$ cat src/rtl/feature_lut_loader.sv
// Byte-stream to 32-bit LUT word loader: packs bytes little-endian and writes consecutive words.
// Optional running word checksum enabled by defining LUT_LOADER_CHECKSUM_EN.
module feature_lut_loader #(
    parameter int unsigned ADDR_WIDTH = 17,
    parameter int unsigned DATA_WIDTH = 32
) (
    input  logic                  clk,
    input  logic                  rst_n,
    input  logic                  start_i,
    input  logic                  abort_i,
    input  logic [ADDR_WIDTH-1:0] base_addr_i,
    input  logic [ADDR_WIDTH:0]   word_count_i,
    input  logic [7:0]            in_data_i,
    input  logic                  in_valid_i,
    output logic                  in_ready_o,
    output logic                  mem_we_o,
    output logic [ADDR_WIDTH-1:0] mem_addr_o,
    output logic [DATA_WIDTH-1:0] mem_wdata_o,
    output logic                  busy_o,
    output logic                  done_o,
    output logic [DATA_WIDTH-1:0] checksum_o
);

    typedef enum logic {StIdle, StLoad} state_e;

    state_e                state_q, state_d;
    logic [1:0]            lane_q, lane_d;
    logic [ADDR_WIDTH:0]   idx_q, idx_d;
    logic [ADDR_WIDTH:0]   count_q, count_d;
    logic [ADDR_WIDTH-1:0] base_q, base_d;
    logic [23:0]           byte_buf_q, byte_buf_d;
    logic                  mem_we_q, mem_we_d;
    logic [ADDR_WIDTH-1:0] mem_addr_q, mem_addr_d;
    logic [DATA_WIDTH-1:0] mem_wdata_q, mem_wdata_d;
    logic                  done_q, done_d;

    logic                  accept;
    logic                  word_fire;
    logic                  last_word;
    logic [DATA_WIDTH-1:0] packed_word;

    assign accept      = (state_q == StLoad) && in_valid_i;
    // Abort wins over a completing fourth byte.
    assign word_fire   = accept && (lane_q == 2'd3) && !abort_i;
    assign last_word   = word_fire && ((idx_q + 1'b1) == count_q);
    assign packed_word = {in_data_i, byte_buf_q};

    always_ff @(posedge clk or negedge rst_n) begin
        if (!rst_n) begin
            state_q <= StIdle;
        end else begin
            state_q <= state_d;
        end
    end

    always_comb begin
        state_d = state_q;
        unique case (state_q)
            StIdle: if (start_i && (word_count_i != '0)) state_d = StLoad;
            StLoad: if (abort_i || last_word) state_d = StIdle;
            default: state_d = StIdle;
        endcase
    end

    always_comb begin
        busy_o     = (state_q == StLoad);
        in_ready_o = (state_q == StLoad);
    end

    always_comb begin
        lane_d      = lane_q;
        idx_d       = idx_q;
        count_d     = count_q;
        base_d      = base_q;
        byte_buf_d  = byte_buf_q;
        mem_we_d    = 1'b0;
        mem_addr_d  = mem_addr_q;
        mem_wdata_d = mem_wdata_q;
        done_d      = 1'b0;
        if (state_q == StIdle) begin
            if (start_i) begin
                base_d  = base_addr_i;
                count_d = word_count_i;
                lane_d  = 2'd0;
                idx_d   = '0;
                done_d  = (word_count_i == '0);
            end
        end else if (abort_i) begin
            lane_d = 2'd0;
        end else if (accept) begin
            if (lane_q == 2'd3) begin
                lane_d      = 2'd0;
                idx_d       = idx_q + 1'b1;
                mem_we_d    = 1'b1;
                mem_addr_d  = base_q + idx_q[ADDR_WIDTH-1:0];
                mem_wdata_d = packed_word;
                done_d      = last_word;
            end else begin
                lane_d = lane_q + 2'd1;
                case (lane_q)
                    2'd0:    byte_buf_d[7:0]   = in_data_i;
                    2'd1:    byte_buf_d[15:8]  = in_data_i;
                    default: byte_buf_d[23:16] = in_data_i;
                endcase
            end
        end
    end

    always_ff @(posedge clk or negedge rst_n) begin
        if (!rst_n) begin
            lane_q      <= 2'd0;
            idx_q       <= '0;
            count_q     <= '0;
            base_q      <= '0;
            byte_buf_q  <= '0;
            mem_we_q    <= 1'b0;
            mem_addr_q  <= '0;
            mem_wdata_q <= '0;
            done_q      <= 1'b0;
        end else begin
            lane_q      <= lane_d;
            idx_q       <= idx_d;
            count_q     <= count_d;
            base_q      <= base_d;
            byte_buf_q  <= byte_buf_d;
            mem_we_q    <= mem_we_d;
            mem_addr_q  <= mem_addr_d;
            mem_wdata_q <= mem_wdata_d;
            done_q      <= done_d;
        end
    end

    assign mem_we_o    = mem_we_q;
    assign mem_addr_o  = mem_addr_q;
    assign mem_wdata_o = mem_wdata_q;
    assign done_o      = done_q;

`ifdef LUT_LOADER_CHECKSUM_EN
    logic [DATA_WIDTH-1:0] csum_q;

    always_ff @(posedge clk or negedge rst_n) begin
        if (!rst_n) begin
            csum_q <= '0;
        end else if ((state_q == StIdle) && start_i) begin
            csum_q <= '0;
        end else if (word_fire) begin
            csum_q <= csum_q + packed_word;
        end
    end

    assign checksum_o = csum_q;
`else
    assign checksum_o = '0;
`endif

endmodule

$ cat config.mk
export PLATFORM = sky130hd
export DESIGN_NAME = feature_lut_loader
export DESIGN_NICKNAME = d
export VERILOG_FILES = /design/src/rtl/feature_lut_loader.sv
export SDC_FILE = /design/constraint.sdc
export NUM_CORES = 1
export LEC_CHECK = 0
export CORE_ASPECT_RATIO = 0.7
export CORE_MARGIN = 2
export CORE_UTILIZATION = 49
export CTS_CLUSTER_DIAMETER = 60
export CTS_CLUSTER_SIZE = 30
export DETAILED_ROUTE_END_ITERATION = 8
export PLACE_DENSITY = 0.77
export SYNTH_ARGS = -nofsm -noshare
export SYNTH_HDL_FRONTEND = slang
export SYNTH_SLANG_ARGS = --single-unit
$ cat constraint.sdc
create_clock -name clk -period 4.6 [get_ports clk]
set_input_delay 0.92 -clock clk [delete_from_list [all_inputs] [get_ports clk]]
set_output_delay 0.92 -clock clk [all_outputs]
set_load 0.1 [all_outputs]
==> results.tsv, run 1 <==
stage	metric	value	unit
critical_path	worst_path_largest_cell_delay	460	ps
cells_and_area	drive_above_1_share	0.0865	
critical_path	ff2ff_path_depth	10	
synthesis	netlist_area	0.00673	mm^2
timing	fmaxAchievable	302	MHz
timing	setup_viol	0	
synthesis	synth_top_area_share	0.487	
drt	routedWlPerCell	16.2	um
critical_path	worst_path_max_delay_cell	nand3_4	
cells_and_area	fin_nets	889	
cells_and_area	regArea	0.00328	mm^2
synthesis	async_flop_share	1.00	
die	pin_count	133	
critical_path	cp.arrival	3580	ps
drt	drt-vias-per-instance	5.42	
drt	drtIter0Drc	372	
die	start_util	0.507	
die	die_y	102	um
synthesis	synth_edf_count	0	
placed_design	place_congestion	0.898	
timing	clock-skew-final	8.84	ps
synthesis	synth_flop_cell	dfrtp_1	
placed_design	dp.final_hpwl	11.4	mm
cts	h-tree-depth	4	
timing	rsz0062_at_grt	false	
cts	cts_hold_buf	0	
placed_design	dpl.cell_count	986	
synthesis	synth_area_per_cell	9.24	um^2
power	p_per_area	419	mW/mm^2
timing	tightest_slew	999	ps
die	dieArea	0.0147	mm^2
min_path	hold_path.class	reg -> reg	
synthesis	ys_ff_latch	131	
status	outcome	finished clean	
critical_path	cp.required	4870	ps
critical_path	reg2reg_from	idx_q[0]	
critical_path	crit_path_end_kind	flop	
cells_and_area	n_antenna_cell	0	
synthesis	ys_top_cells_by_area	dfrtp_1 (49%), nand2_1 (13%), mux2_2 (4.2%), buf_4 (3.8%), ha_1 (3.7%)	
power	ir_drop	0.000217	V
global_route	antenna_found_initial	0	
critical_path	reg2reg_slack	1390	ps
power	p_leak	3.98	nW
cts	cts_tree	done	
die	core-area	0.0133	mm^2
min_path	min_path_cells	2	
synthesis	synth_warnings	0	
global_route	grt_pass1_vias	5339	
critical_path	rr_endpoint	mem_addr_o[16]	
critical_path	crit_chain	clkdlybuf4s50_1 -> nor2b_1 -> nand3_4 -> inv_2 -> buf_4 -> nor2_1 -> o21ai_0 -> o41ai_1	
synthesis	ys_top_cells_by_count	nand2_1 (238), dfrtp_1 (131), o21ai_0 (48), buf_4 (34), xnor2_1 (27)	
run	cap_violations	0	
cts	cts_made_buffers	17	
cts	path_clk_slew	60	ps
cts	clk_latency	410	ps
synthesis	synth_cell_type_count	59	
cts	post-cts-setup-buffer-count	0	
synthesis	ys_seq_area_frac	0.487	
cells_and_area	multi_input_area	0.00313	mm^2
timing	post-route-period-util	0.719	
cells_and_area	syn2layout_area_growth	24.1	%
synthesis	synth_top_cell_by_area	dfrtp_1	
cells_and_area	fin_cells	1017	
drt	postRouteAntennaNets	0	
placed_design	io_buffers	100	
cts	cts_root_buffer	clkbuf_16	
global_route	grt_max_degree	132	
timing	hold_viol_final	0	
critical_path	crit_path_max_fanout	45	
global_route	grt_overflow	0	
cts	cts_resized	0	
cts	cts_sinks	131	
cells_and_area	nFillCells	1087	
critical_path	path_class	in -> reg	
min_path	hold_end	mem_wdata_o[6]	
timing	min_period	3310	ps
drt	dr.pass1.iters	5	
die	num_rows	35	
die	dieWidth	144	um
timing	tns	0	ps
drt	vias	5512	
global_route	grt_pass1_wl	26.7	mm
min_path	min_from	byte_buf_q[6]	
global_route	grt.total_usage	0.234	
drt	drt-total-wl	16.4	mm
synthesis	yosysMostFrequentCell	nand2_1	
timing	slew_headroom	0.332	
synthesis	postSynthCellCount	729	
cts	clk_path_buf_depth	2	
drt	drc	0	
timing	slew_viol_final	0	
critical_path	startpoint_type	primary input	
## metrics by stage
step           instance area [um^2]   util  hold slack, ps  power, mW  setup WS, ps
2_1_floorplan                  6850      -             433       1.92          2120
3_3_place_gp                   7740  0.583             440       2.06          1150
3_5_place_dp                   7740  0.583             449       2.09           927
4_1_cts                        8360  0.630             465       3.52          1360
5_1_grt                        8360  0.630             496       3.65          1050
6_report                       8360  0.630             464       3.50          1290
## worst max path at each step
stage | from | end | slack [ps] | depth (start not counted)
floorplan | idx_q[0] | mem_addr_o[16] | 2120 | 10
global placement | abort_i | idx_q[9] | 1150 | 8
detailed placement | abort_i | idx_q[9] | 930 | 8
CTS | abort_i | idx_q[7] | 1360 | 8
global route | abort_i | idx_q[10] | 1050 | 8
finish | abort_i | idx_q[16] | 1290 | 8
## critical path: cells and delay by family
family | cells | cell delay [ps]
AND/OR/NAND/NOR | 3 | 1170
buffers and inverters | 3 | 1050
AO/OA/AOI/OAI | 2 | 400
## metal layers
layer | routed length [um] | share of wire | track usage | up-vias
li1 | - | - | - | 2587
met1 | 7760 | 0.47 | 0.344 | 2660
met2 | 7160 | 0.44 | 0.354 | 247
met3 | 1360 | 0.083 | 0.0558 | 18
met4 | 155 | 0.0094 | 0.0588 | 0
met5 | 0 | 0 | 0 | -
## flip-flops by register name, summed over array words and instances (netlist names)
signal	count
base_q	17
busy_o	1
byte_buf_q	24
count_q	18
done_o	1
idx_q	18
lane_q	2
mem_addr_o	17
mem_wdata_o	32
mem_we_o	1
## where the power goes
part / total, mW / internal [mW] / switching, mW
clock: 1.42 / 0.918 / 0.500
sequential: 1.42 / 1.31 / 0.106
combinational: 0.664 / 0.236 / 0.427
total: 3.50 / 2.47 / 1.03
## final cells by class
type	count	area share
Clock buffer	18	0.0525
Clock inverter	13	0.0219
Inverter	13	0.00584
Multi-Input combinational cell	552	0.374
Sequential cell	131	0.392
Tap cell	185	0.0277
Timing Repair Buffer	105	0.125
## kinds of logic (layout without fill, tap and decap cells)
group | count (synthesis) | after routing | synth area share
and+or+nand+nor | 322 | 322 | 0.206
DFF | 131 | 131 | 0.487
AOI/OAI and AO/OA | 114 | 114 | 0.108
buffers and inverters | 77 | 149 | 0.0678
xor gates and xnor gates | 37 | 37 | 0.0481
muxes | 26 | 26 | 0.0433
adders and majority gates | 21 | 21 | 0.0401
other | 1 | 32 | 0.000557
## cell usage in the layout, fill, tap and decap left out, types with 6 or more instances in the layout
cell               n
o31ai_1           12
xnor2_1           27
nand2_1          238
o21ai_0           48
mux2_2            25
ha_1              20
dfrtp_1          131
a21oi_1           16
nor2_1            22
clkbuf_16         17
inv_1             12
conb_1            32
xor2_1            10
nor3_1             9
clkdlybuf4s50_1   99
a21o_1             6
nand3_1           13
No activity file was read; power rests on OpenSTA's default activity.
==> inputs of run 2 (changes only) <==
- clock period: 4.6 -> 3.2 ns (I/O delays scaled with it)
==> results.tsv, run 2 (same netlist as run 1, synthesis figures left out) <==
stage	metric	value	unit
timing	slew_viol_final	0	
power	p_per_area	598	mW/mm^2
die	start_util	0.507	
timing	hold_viol_final	0	
drt	drt-vias-per-instance	5.34	
timing	tns	0	ps
die	dieWidth	144	um
global_route	grt_max_degree	56	
critical_path	startpoint_type	flop	
drt	drc	0	
die	die_y	102	um
global_route	antenna_found_initial	0	
drt	routedWlPerCell	16.0	um
timing	tightest_slew	1120	ps
timing	whs	197	ps
critical_path	cp.arrival	3260	ps
global_route	grtUsageMet3	0.0469	
timing	setup_viol	0	
cts	h-tree-depth	4	
die	pin_count	133	
cells_and_area	syn2layout_area_growth	22.2	%
power	ir_drop	0.000367	V
cells_and_area	utilization	0.620	
cts	clk_latency	410	ps
cells_and_area	fin_nets	894	
placed_design	place_congestion	0.862	
cells_and_area	largest_register_ffs	32	
critical_path	crit_path_max_fanout	8	
cells_and_area	drive_above_1_share	0.155	
cells_and_area	layout_commonest_cell	nand2_1	
critical_path	crit_path_end_kind	flop	
drt	dr.pass1.iters	5	
cts	cts_sinks	131	
cts	clk_path_buf_depth	2	
global_route	grt_pass1_wl	25.8	mm
cts	post-cts-setup-buffer-count	0	
die	num_rows	35	
die	core-area	0.0133	mm^2
timing	rsz0062_at_grt	false	
cts	cts_tree	done	
placed_design	placed_area	0.00764	mm^2
critical_path	path_class	reg -> reg	
cts	cts_resized	0	
drt	postRouteAntennaNets	0	
drt	drtIter0Drc	424	
placed_design	io_buffers	100	
cells_and_area	n_antenna_cell	0	
placed_design	dp.final_hpwl	11.8	mm
timing	fmaxAchievable	338	MHz
global_route	grt_use_met2	0.321	
cells_and_area	final_cell_mix	nand2_1 (238), dfrtp_1 (131), buf_4 (63)	
run	cap_violations	0	
global_route	grt_busiest_layer	met1	
cells_and_area	multi_input_area	0.00313	mm^2
placed_design	pre_cts_ws	319	ps
die	dieArea	0.0147	mm^2
cts	cts_made_buffers	17	
global_route	grt_pass1_vias	5019	
timing	slew_headroom	0.247	
timing	setup_ws	239	ps
cells_and_area	nFillCells	1104	
drt	vias	5458	
cts	cts_root_buffer	clkbuf_16	
status	outcome	finished clean	
power	p_leak	4.10	nW
global_route	grt_overflow	0	
min_path	hold_path.class	in -> async	
cells_and_area	regArea	0.00328	mm^2
timing	min_period	2960	ps
global_route	met1_usage	0.356	
drt	drt-total-wl	16.4	mm
global_route	grt.total_usage	0.228	
timing	clock-skew-final	9.40	ps
cts	path_clk_slew	60	ps
timing	post-route-period-util	0.925	
critical_path	cp.required	3500	ps
cells_and_area	fin_area	0.00823	mm^2
cts	cts_hold_buf	0	
-- run 2: path summary, 6_finish.rpt --
check                      slack [ps]  cells after the start     startpoint             end
setup / recovery                  240                     10       idx_q[0]  mem_addr_o[16]
min in group clk                  470                      2  byte_buf_q[0]  mem_wdata_o[0]
hold / removal                    200                      1          rst_n      base_q[10]
max in group asynchronous        2160                      2          rst_n  byte_buf_q[15]
setup reg to reg                  240                     10       idx_q[0]  mem_addr_o[16]
hold reg to reg                   470                      2  byte_buf_q[0]  mem_wdata_o[0]
-- run 2: layer usage --
layer / up-vias / routed length, um
met5: - / 0
met4: 0 / 178
met3: 18 / 1230
met2: 224 / 7080
met1: 2622 / 7910
li1: 2594 / -
-- run 2: critical path, cell delays in order (launching register included) --
cell and delay [ps]:
dfrtp_1 470, ha_1 270, inv_1 80, fa_1 200, nor2b_1 50, o21ai_0 180, a21boi_0 180, o31ai_1 390
a32oi_1 300, a311oi_1 360, mux2_2 370
-- run 2: through the flow --
step	total power, mW	instances
floorplan	2.77	760
global route	5.11	1022
global placement	2.97	991
CTS	4.94	1022
detailed placement	3.02	991
finish	4.92	1022
-- run 2: power breakdown --
| part | internal [mW] | total (mW) | switching (mW) |
|---|---|---|---|
| sequential | 1.89 | 2.04 | 0.159 |
| combinational | 0.335 | 0.952 | 0.618 |
| clock | 1.18 | 1.92 | 0.739 |
| total | 3.41 | 4.92 | 1.52 |
-- run 2: layout make-up --
cell class / count / share of cell area
inverter: 13 / 0.00593
clock inverter: 12 / 0.0160
clock buffer: 19 / 0.0551
tap: 185 / 0.0281
sequential: 131 / 0.399
multi-input combinational: 552 / 0.380
timing repair buffer: 110 / 0.116
